`src/rtl/split_stopwatch.sv`:
```
// Stopwatch with a BCD mm:ss.cc count, a run/pause prescaler and a wrap pulse.
// Define STOPWATCH_LAP_EN to build the split snapshot (lap / frozen) logic.
module split_stopwatch #(
  parameter int TICK_DIV  = 100000,
  parameter int MIN_LIMIT = 60
) (
  input  logic       clk,
  input  logic       clr,
  input  logic       run,
  input  logic       zero,
  input  logic       lap,
  output logic [3:0] msh,
  output logic [3:0] msl,
  output logic [3:0] sh,
  output logic [3:0] sl,
  output logic [3:0] mh,
  output logic [3:0] ml,
  output logic       frozen,
  output logic       wrap
);
  localparam int            PW         = (TICK_DIV > 1) ? $clog2(TICK_DIV) : 1;
  localparam logic [PW-1:0] PRE_LAST   = PW'(TICK_DIV - 1);
  localparam logic [3:0]    MIN_LAST_H = 4'((MIN_LIMIT - 1) / 10);
  localparam logic [3:0]    MIN_LAST_L = 4'((MIN_LIMIT - 1) % 10);

  logic [PW-1:0] pre_q, pre_d;
  logic [3:0]    c10ms_q, c10ms_d;
  logic [3:0]    c100ms_q, c100ms_d;
  logic [3:0]    c1s_q, c1s_d;
  logic [3:0]    c10s_q, c10s_d;
  logic [3:0]    c1m_q, c1m_d;
  logic [3:0]    c10m_q, c10m_d;
  logic          wrap_q, wrap_d;
  logic          tick;
  logic [23:0]   live;
  logic [23:0]   disp;

  assign tick = run && (pre_q == PRE_LAST);
  assign live = {c10m_q, c1m_q, c10s_q, c1s_q, c100ms_q, c10ms_q};

  always_comb begin
    pre_d    = pre_q;
    c10ms_d  = c10ms_q;
    c100ms_d = c100ms_q;
    c1s_d    = c1s_q;
    c10s_d   = c10s_q;
    c1m_d    = c1m_q;
    c10m_d   = c10m_q;
    wrap_d   = 1'b0;
    if (zero) begin
      pre_d    = '0;
      c10ms_d  = '0;
      c100ms_d = '0;
      c1s_d    = '0;
      c10s_d   = '0;
      c1m_d    = '0;
      c10m_d   = '0;
    end else if (run) begin
      pre_d = tick ? '0 : pre_q + 1'b1;
      // Whole carry chain resolves in one edge: each digit looks only at current state.
      if (tick) begin
        if (c10ms_q != 4'd9) c10ms_d = c10ms_q + 4'd1;
        else begin
          c10ms_d = '0;
          if (c100ms_q != 4'd9) c100ms_d = c100ms_q + 4'd1;
          else begin
            c100ms_d = '0;
            if (c1s_q != 4'd9) c1s_d = c1s_q + 4'd1;
            else begin
              c1s_d = '0;
              if (c10s_q != 4'd5) c10s_d = c10s_q + 4'd1;
              else begin
                c10s_d = '0;
                if (c10m_q == MIN_LAST_H && c1m_q == MIN_LAST_L) begin
                  c1m_d  = '0;
                  c10m_d = '0;
                  wrap_d = 1'b1;
                end else if (c1m_q != 4'd9) c1m_d = c1m_q + 4'd1;
                else begin
                  c1m_d  = '0;
                  c10m_d = c10m_q + 4'd1;
                end
              end
            end
          end
        end
      end
    end
  end

  always_ff @(posedge clk or posedge clr) begin
    if (clr) begin
      pre_q    <= '0;
      c10ms_q  <= '0;
      c100ms_q <= '0;
      c1s_q    <= '0;
      c10s_q   <= '0;
      c1m_q    <= '0;
      c10m_q   <= '0;
      wrap_q   <= 1'b0;
    end else begin
      pre_q    <= pre_d;
      c10ms_q  <= c10ms_d;
      c100ms_q <= c100ms_d;
      c1s_q    <= c1s_d;
      c10s_q   <= c10s_d;
      c1m_q    <= c1m_d;
      c10m_q   <= c10m_d;
      wrap_q   <= wrap_d;
    end
  end

`ifdef STOPWATCH_LAP_EN
  logic [23:0] snap_q, snap_d;
  logic        frz_q, frz_d;

  // Snapshot takes the pre-edge live count, so a coincident tick is not captured.
  always_comb begin
    snap_d = snap_q;
    frz_d  = frz_q;
    if (zero) begin
      snap_d = '0;
      frz_d  = 1'b0;
    end else if (lap) begin
      if (frz_q) frz_d = 1'b0;
      else begin
        snap_d = live;
        frz_d  = 1'b1;
      end
    end
  end

  always_ff @(posedge clk or posedge clr) begin
    if (clr) begin
      snap_q <= '0;
      frz_q  <= 1'b0;
    end else begin
      snap_q <= snap_d;
      frz_q  <= frz_d;
    end
  end

  assign disp   = frz_q ? snap_q : live;
  assign frozen = frz_q;
`else
  logic unused_lap;
  assign unused_lap = lap;
  assign disp       = live;
  assign frozen     = 1'b0;
`endif

  // msh carries the 10 ms digit and msl the 100 ms digit.
  assign {mh, ml, sh, sl, msl, msh} = disp;
  assign wrap = wrap_q;

endmodule

```
`config.mk`:
```
export PLATFORM = sky130hd
export DESIGN_NAME = split_stopwatch
export DESIGN_NICKNAME = d
export VERILOG_FILES = /design/src/rtl/split_stopwatch.sv
export SDC_FILE = /design/constraint.sdc
export NUM_CORES = 1
export LEC_CHECK = 0
export ABC_CLOCK_PERIOD_IN_PS = 2600
export CORE_MARGIN = 1
export CORE_UTILIZATION = 56
export DETAILED_ROUTE_END_ITERATION = 7
export PLACE_DENSITY = 0.79
export SLEW_MARGIN = 15
export SYNTH_ARGS = -nofsm -noshare
export SYNTH_HDL_FRONTEND = slang
export SYNTH_SLANG_ARGS = --single-unit
```
`constraint.sdc`:
```
create_clock -name clk -period 2.6 [get_ports clk]
set_input_delay 0.52 -clock clk [delete_from_list [all_inputs] [get_ports clk]]
set_output_delay 0.52 -clock clk [all_outputs]
set_load 0.02 [all_outputs]
```
; ---- Yosys cells after proc, flatten, opt, wreduce, memory -nomap -nowiden
; Index checks and enable logic that the tools add are counted.
[totals]
reg_bits = 42
in_bits = 5
out_inout_bits = 26
[classes]
n_addsub = 7
reduce_logical = 10
eq_ne = 13
muxes = 51
[op_table]
columns = op, count
row1 = $mux 4, 40
row2 = $mux 17, 3
row3 = $add 4x1->4 const B, 6
row4 = $add 17x1->17 const B, 1
row5 = $eq 17x17->1 const B, 1
row6 = $ne 4x4->1 const B, 4
row7 = $mux 1, 8
row8 = $ne 2x2->1 const B, 4
row9 = $reduce_and 7->1, 1
row10 = $reduce_and 6->1, 1
row11 = $reduce_and 5->1, 1
row12 = $eq 4x3->1 const B, 1
row13 = $eq 4x4->1 const B, 1
row14 = $ne 4x3->1 const B, 1
row15 = $reduce_and 4->1, 1
row16 = $reduce_bool 2->1, 2
row17 = $ne 3x3->1 const B, 1
row18 = $reduce_and 3->1, 1
row19 = $logic_and 1x1->1, 2
row20 = $reduce_and 2->1, 1

; ---- Depth between registers and ports, before layout
; Gate-level depths: netlist of the first run.
[logic_depth]
depth_word = 10
depth_mapped = 8

; ---- Least setup slack after synthesis of the first run
; No wires, ideal clock.
[synth_timing]
path_kind = reg2reg
startpoint = register pre_q[8]
endpoint = register c10m_q[2], in the netlist mh[2]
setup_time_ns = 0.078
period_less_slack_ns = 2.252
path_stages_with_launch = 6
arrival_time_ns = 2.174
path_slack_ns = 0.348
path_cell_list = dfrtp_1 > or4b_4 > or4b_1 > buf_2 > or4_1 > a21oi_1
[synth_via]
elab_chain_cells = 4
[synth_rtl]
columns = item, line
row1 = "start, declared", 26  ; logic [PW-1:0] pre_q, pre_d;
row2 = "start signal, assigned", 102  ; pre_q <= pre_d;
row3 = $eq 17x17->1, 38  ; assign tick = run && (pre_q == PRE_LAST);
row4 = $logic_and 1x1->1, 38
row5 = $reduce_bool 2->1 (no source line), --
row6 = $reduce_and 7->1 (no source line), --
row7 = "end signal, assigned", 108  ; c10m_q <= c10m_d;
row8 = "end, declared", 32  ; logic [3:0] c10m_q, c10m_d;
; Every way passes these cells.
; A chain may end at the register's enable or synchronous reset.

; ---- Worst setup path after layout of the first run
[layout_timing]
startpoint = register pre_q[8]
endpoint = register c1m_q[3], in the netlist ml[3]
[layout_via]
elab_chain_cells = 4
[layout_rtl]
columns = item, line
row1 = $eq 17x17->1, 38
row2 = $logic_and 1x1->1, 38
row3 = $reduce_bool 2->1 (no source line), --
row4 = $reduce_and 6->1 (no source line), --
row5 = "end signal, assigned", 107  ; c1m_q <= c1m_d;
row6 = "end, declared", 31  ; logic [3:0] c1m_q, c1m_d;
; Every way passes these cells.

==> flow_results.xml, run 1 <==
<?xml version="1.0" encoding="UTF-8"?>
<metrics>
  <group name="layout">
    <metric name="drive_above_1_share" unit="">0.07692</metric>
    <metric name="fillers" unit="">358</metric>
    <metric name="mostFrequentLayoutCells" unit="">sky130_fd_sc_hd__dfrtp_1, sky130_fd_sc_hd__clkdlybuf4s50_1, sky130_fd_sc_hd__a21oi_1</metric>
    <metric name="final_nets" unit="">317</metric>
    <metric name="layout.cells.most_common" unit="">sky130_fd_sc_hd__dfrtp_1</metric>
    <metric name="antenna-diode-count" unit="">0</metric>
    <metric name="layout-area-overhead-vs-synth" unit="%">16.91</metric>
  </group>
  <group name="setup_path">
    <metric name="worst_setup_path_start_kind" unit="">flop</metric>
    <metric name="critPathArrivalTime" unit="ns">2.66</metric>
    <metric name="worst-endpoint-required" unit="ns">2.80</metric>
    <metric name="cpPeakStageDelay" unit="ns">0.64</metric>
    <metric name="crit_type" unit="">reg -&gt; reg</metric>
    <metric name="crit_path_end_kind" unit="">flop</metric>
    <metric name="critical-path-slowest-cell" unit="">sky130_fd_sc_hd__or4b_1</metric>
    <metric name="cp_cell_sequence" unit="">or4b_4, or4b_1, or4_1, a21oi_1</metric>
    <metric name="cp_max_fo" unit="">9</metric>
  </group>
  <group name="floorplan">
    <metric name="die_y" unit="um">69.23</metric>
    <metric name="die_w" unit="um">69.23</metric>
    <metric name="total_die_area" unit="um^2">4793</metric>
    <metric name="core_area" unit="um^2">4354</metric>
    <metric name="initial_core_util" unit="">0.5813</metric>
    <metric name="boundaryPins" unit="">31</metric>
    <metric name="row_count" unit="">24</metric>
  </group>
  <group name="sta">
    <metric name="hold_viol_final" unit="">0</metric>
    <metric name="period_share" unit="">0.9432</metric>
    <metric name="tns" unit="ns">0</metric>
    <metric name="tightest_slew_margin_relative_to_the_limit" unit="">0.6397</metric>
    <metric name="finClkSkew" unit="ns">0.003968</metric>
    <metric name="setup_ws" unit="ns">0.1477</metric>
    <metric name="worst_slew_pin_slew" unit="ns">0.5404</metric>
    <metric name="period_needed" unit="ns">2.452</metric>
    <metric name="grt_setup_unrepaired" unit="">false</metric>
    <metric name="report.final.slew_viol_count" unit="">0</metric>
    <metric name="setup_violations" unit="">0</metric>
    <metric name="max_clock_freq" unit="GHz">0.4078</metric>
    <metric name="holdWs" unit="ns">0.5760</metric>
  </group>
  <group name="clock_network">
    <metric name="post_cts_buffers" unit="">0</metric>
    <metric name="clk_root_buffer_cell" unit="">sky130_fd_sc_hd__clkbuf_8</metric>
    <metric name="clock_tree_from_tritoncts" unit="">yes</metric>
    <metric name="clock-sinks" unit="">42</metric>
    <metric name="post_cts_resized" unit="">0</metric>
    <metric name="worst_skew_pair.late_latency" unit="ns">0.29</metric>
    <metric name="cts_max_path_bufs" unit="">2</metric>
    <metric name="clk_pin_slew_worst_paths" unit="ns">0.07</metric>
    <metric name="cts_made_buffers" unit="">5</metric>
    <metric name="post_cts_hold_buffer_count" unit="">0</metric>
    <metric name="cts.htree.levels" unit="">2</metric>
  </group>
  <group name="place">
    <metric name="gp_routability_congestion" unit="">0.7772</metric>
    <metric name="hpwl" unit="um">3486</metric>
    <metric name="detailedPlace.worstSlack" unit="ns">0.01476</metric>
    <metric name="place.port_buffers" unit="">28</metric>
  </group>
  <group name="status">
    <metric name="status" unit="">finished clean</metric>
  </group>
  <group name="yosys">
    <metric name="post_synth_inst_count" unit="">270</metric>
    <metric name="syn-cell-area" unit="um^2">2531</metric>
    <metric name="synth_async_sr_flop_share" unit="">1.000</metric>
    <metric name="synth_nets" unit="">288</metric>
    <metric name="synth.yosys.seq_area_share" unit="">0.4152</metric>
    <metric name="synth_flop_cell" unit="">sky130_fd_sc_hd__dfrtp_1</metric>
    <metric name="count_of_flip_flops_with_a_built_in_enable_after_synthesis" unit="">0</metric>
    <metric name="avgSynthCellArea" unit="um^2">9.375</metric>
    <metric name="synth.yosys.warnings" unit="">0</metric>
    <metric name="synth_cell_types" unit="">43</metric>
    <metric name="postSynthRegisterBits" unit="">42</metric>
  </group>
  <group name="detailed_routing">
    <metric name="via_per_inst" unit="">6.100</metric>
    <metric name="ant_nets" unit="">0</metric>
    <metric name="wl_per_cell" unit="um">14.93</metric>
    <metric name="vias" unit="">2141</metric>
    <metric name="detail_route.wirelength" unit="um">5239</metric>
    <metric name="drc" unit="">0</metric>
    <metric name="drt_pre_antenna_iters" unit="">4</metric>
    <metric name="drt_first_iter_violations" unit="">246</metric>
  </group>
  <group name="min_path">
    <metric name="holdCritPathClass" unit="">reg -&gt; reg</metric>
  </group>
  <group name="global_routing">
    <metric name="grt_pass1_vias" unit="">2014</metric>
    <metric name="antenna_violations_before_repair" unit="">0</metric>
    <metric name="globalRouteOverflowTotal" unit="">0</metric>
    <metric name="wire_length_of_the_first_global_routing_pass" unit="um">9363</metric>
    <metric name="largest_net_degree_at_the_start_of_global_routing" unit="">43</metric>
    <metric name="global_route.usage.total" unit="">0.2376</metric>
  </group>
  <group name="pwr">
    <metric name="power.ir.vdd_worst" unit="mV">0.2376</metric>
    <metric name="pwr_density_cell" unit="nW/um^2">372.0</metric>
    <metric name="leakage" unit="nW">1.193</metric>
    <metric name="total_power_after_layout" unit="mW">1.101</metric>
  </group>
  <group name="run">
    <metric name="drv_cap" unit="">0</metric>
  </group>
</metrics>
critical path, delay by kind of cell, from the launching register on:
family,cells,cell delay (ns)
AO/OA/AOI/OAI,1,0.19
flip-flops,1,0.45
AND/OR/NAND/NOR,3,1.73
power by group:
group / internal [mW] / switching, mW / total (mW)
clock: 0.185 / 0.211 / 0.396
combinational: 0.0150 / 0.0319 / 0.0469
sequential: 0.655 / 0.00297 / 0.658
Yosys cell counts, drive strengths merged, types with 10 or more instances:
cell type / instances / area share
inv: 12 / 0.018
nand3: 10 / 0.020
or4: 13 / 0.039
clkbuf: 10 / 0.015
nor2: 16 / 0.024
ha: 13 / 0.064
dfrtp: 42 / 0.42
a21oi: 23 / 0.045
logic make-up after synthesis:
| logic type | Yosys count | synth area share |
|---|---|---|
| flip-flops | 42 | 0.4152 |
| buffers and inverters | 27 | 0.04202 |
| multiplexers | 9 | 0.03757 |
| AND/OR/NAND/NOR | 118 | 0.2857 |
| AO/OA/AOI/OAI | 51 | 0.1226 |
| other | 1 | 0.001482 |
| XOR/XNOR | 9 | 0.03114 |
| adder cells (fa/ha/maj) | 13 | 0.06426 |
routing by layer:
metal,routed length (um),vias up,GRT usage
met5,0,-,0
met4,49,0,0.06349
met3,161,6,0.04506
met2,2535,37,0.3840
met1,2492,1048,0.3292
li1,-,1050,-
state kept, by name, indices dropped and copies added, names as in the netlist:
register  count
mh            4
ml            4
msh           4
msl           4
pre_q        17
sh            4
sl            4
wrap          1
area by class of cell:
| cell class | instances | area, um^2 | area share |
|---|---|---|---|
| Multi-Input combinational cell | 201 | 1374 | 0.4643 |
| Sequential cell | 42 | 1051 | 0.3552 |
| Timing Repair Buffer | 37 | 347.8 | 0.1175 |
| Clock buffer | 7 | 76.32 | 0.02579 |
| Tap cell | 52 | 65.06 | 0.02199 |
| Inverter | 12 | 45.04 | 0.01522 |
worst paths after layout:
path                       slack (ns)  endpoint  cells after the start      from
max in group asynchronous        1.56    msl[3]                      3       clr
min in group asynchronous        0.66     mh[1]                      3       clr
hold reg to reg                  0.58    msl[3]                      2    msl[3]
hold / removal                   0.58    msl[3]                      2    msl[3]
setup / recovery                 0.15     ml[3]                      4  pre_q[8]
setup reg to reg                 0.15     ml[3]                      4  pre_q[8]
per-stage QoR:
step | cells | util | area, um^2
after CTS | 351 | 0.6796 | 2959
after detailed placement | 344 | 0.6621 | 2883
final | 351 | 0.6796 | 2959
after global routing | 351 | 0.6796 | 2959
after floorplan | 270 | - | 2531
after global placement | 344 | 0.6621 | 2883
Note: power is estimated with default switching activity, not from simulation.
==> run 2, diff against run 1 <==
--- a/config.mk
+++ b/config.mk
@@ -6,7 +6,6 @@
 export NUM_CORES = 1
 export LEC_CHECK = 0
 export ABC_CLOCK_PERIOD_IN_PS = 2600
-export CORE_MARGIN = 1
 export CORE_UTILIZATION = 56
 export DETAILED_ROUTE_END_ITERATION = 7
 export PLACE_DENSITY = 0.79
==> results of run 2 <==
Same layout as run 1: the final DEF is identical, and so are final timing and power.
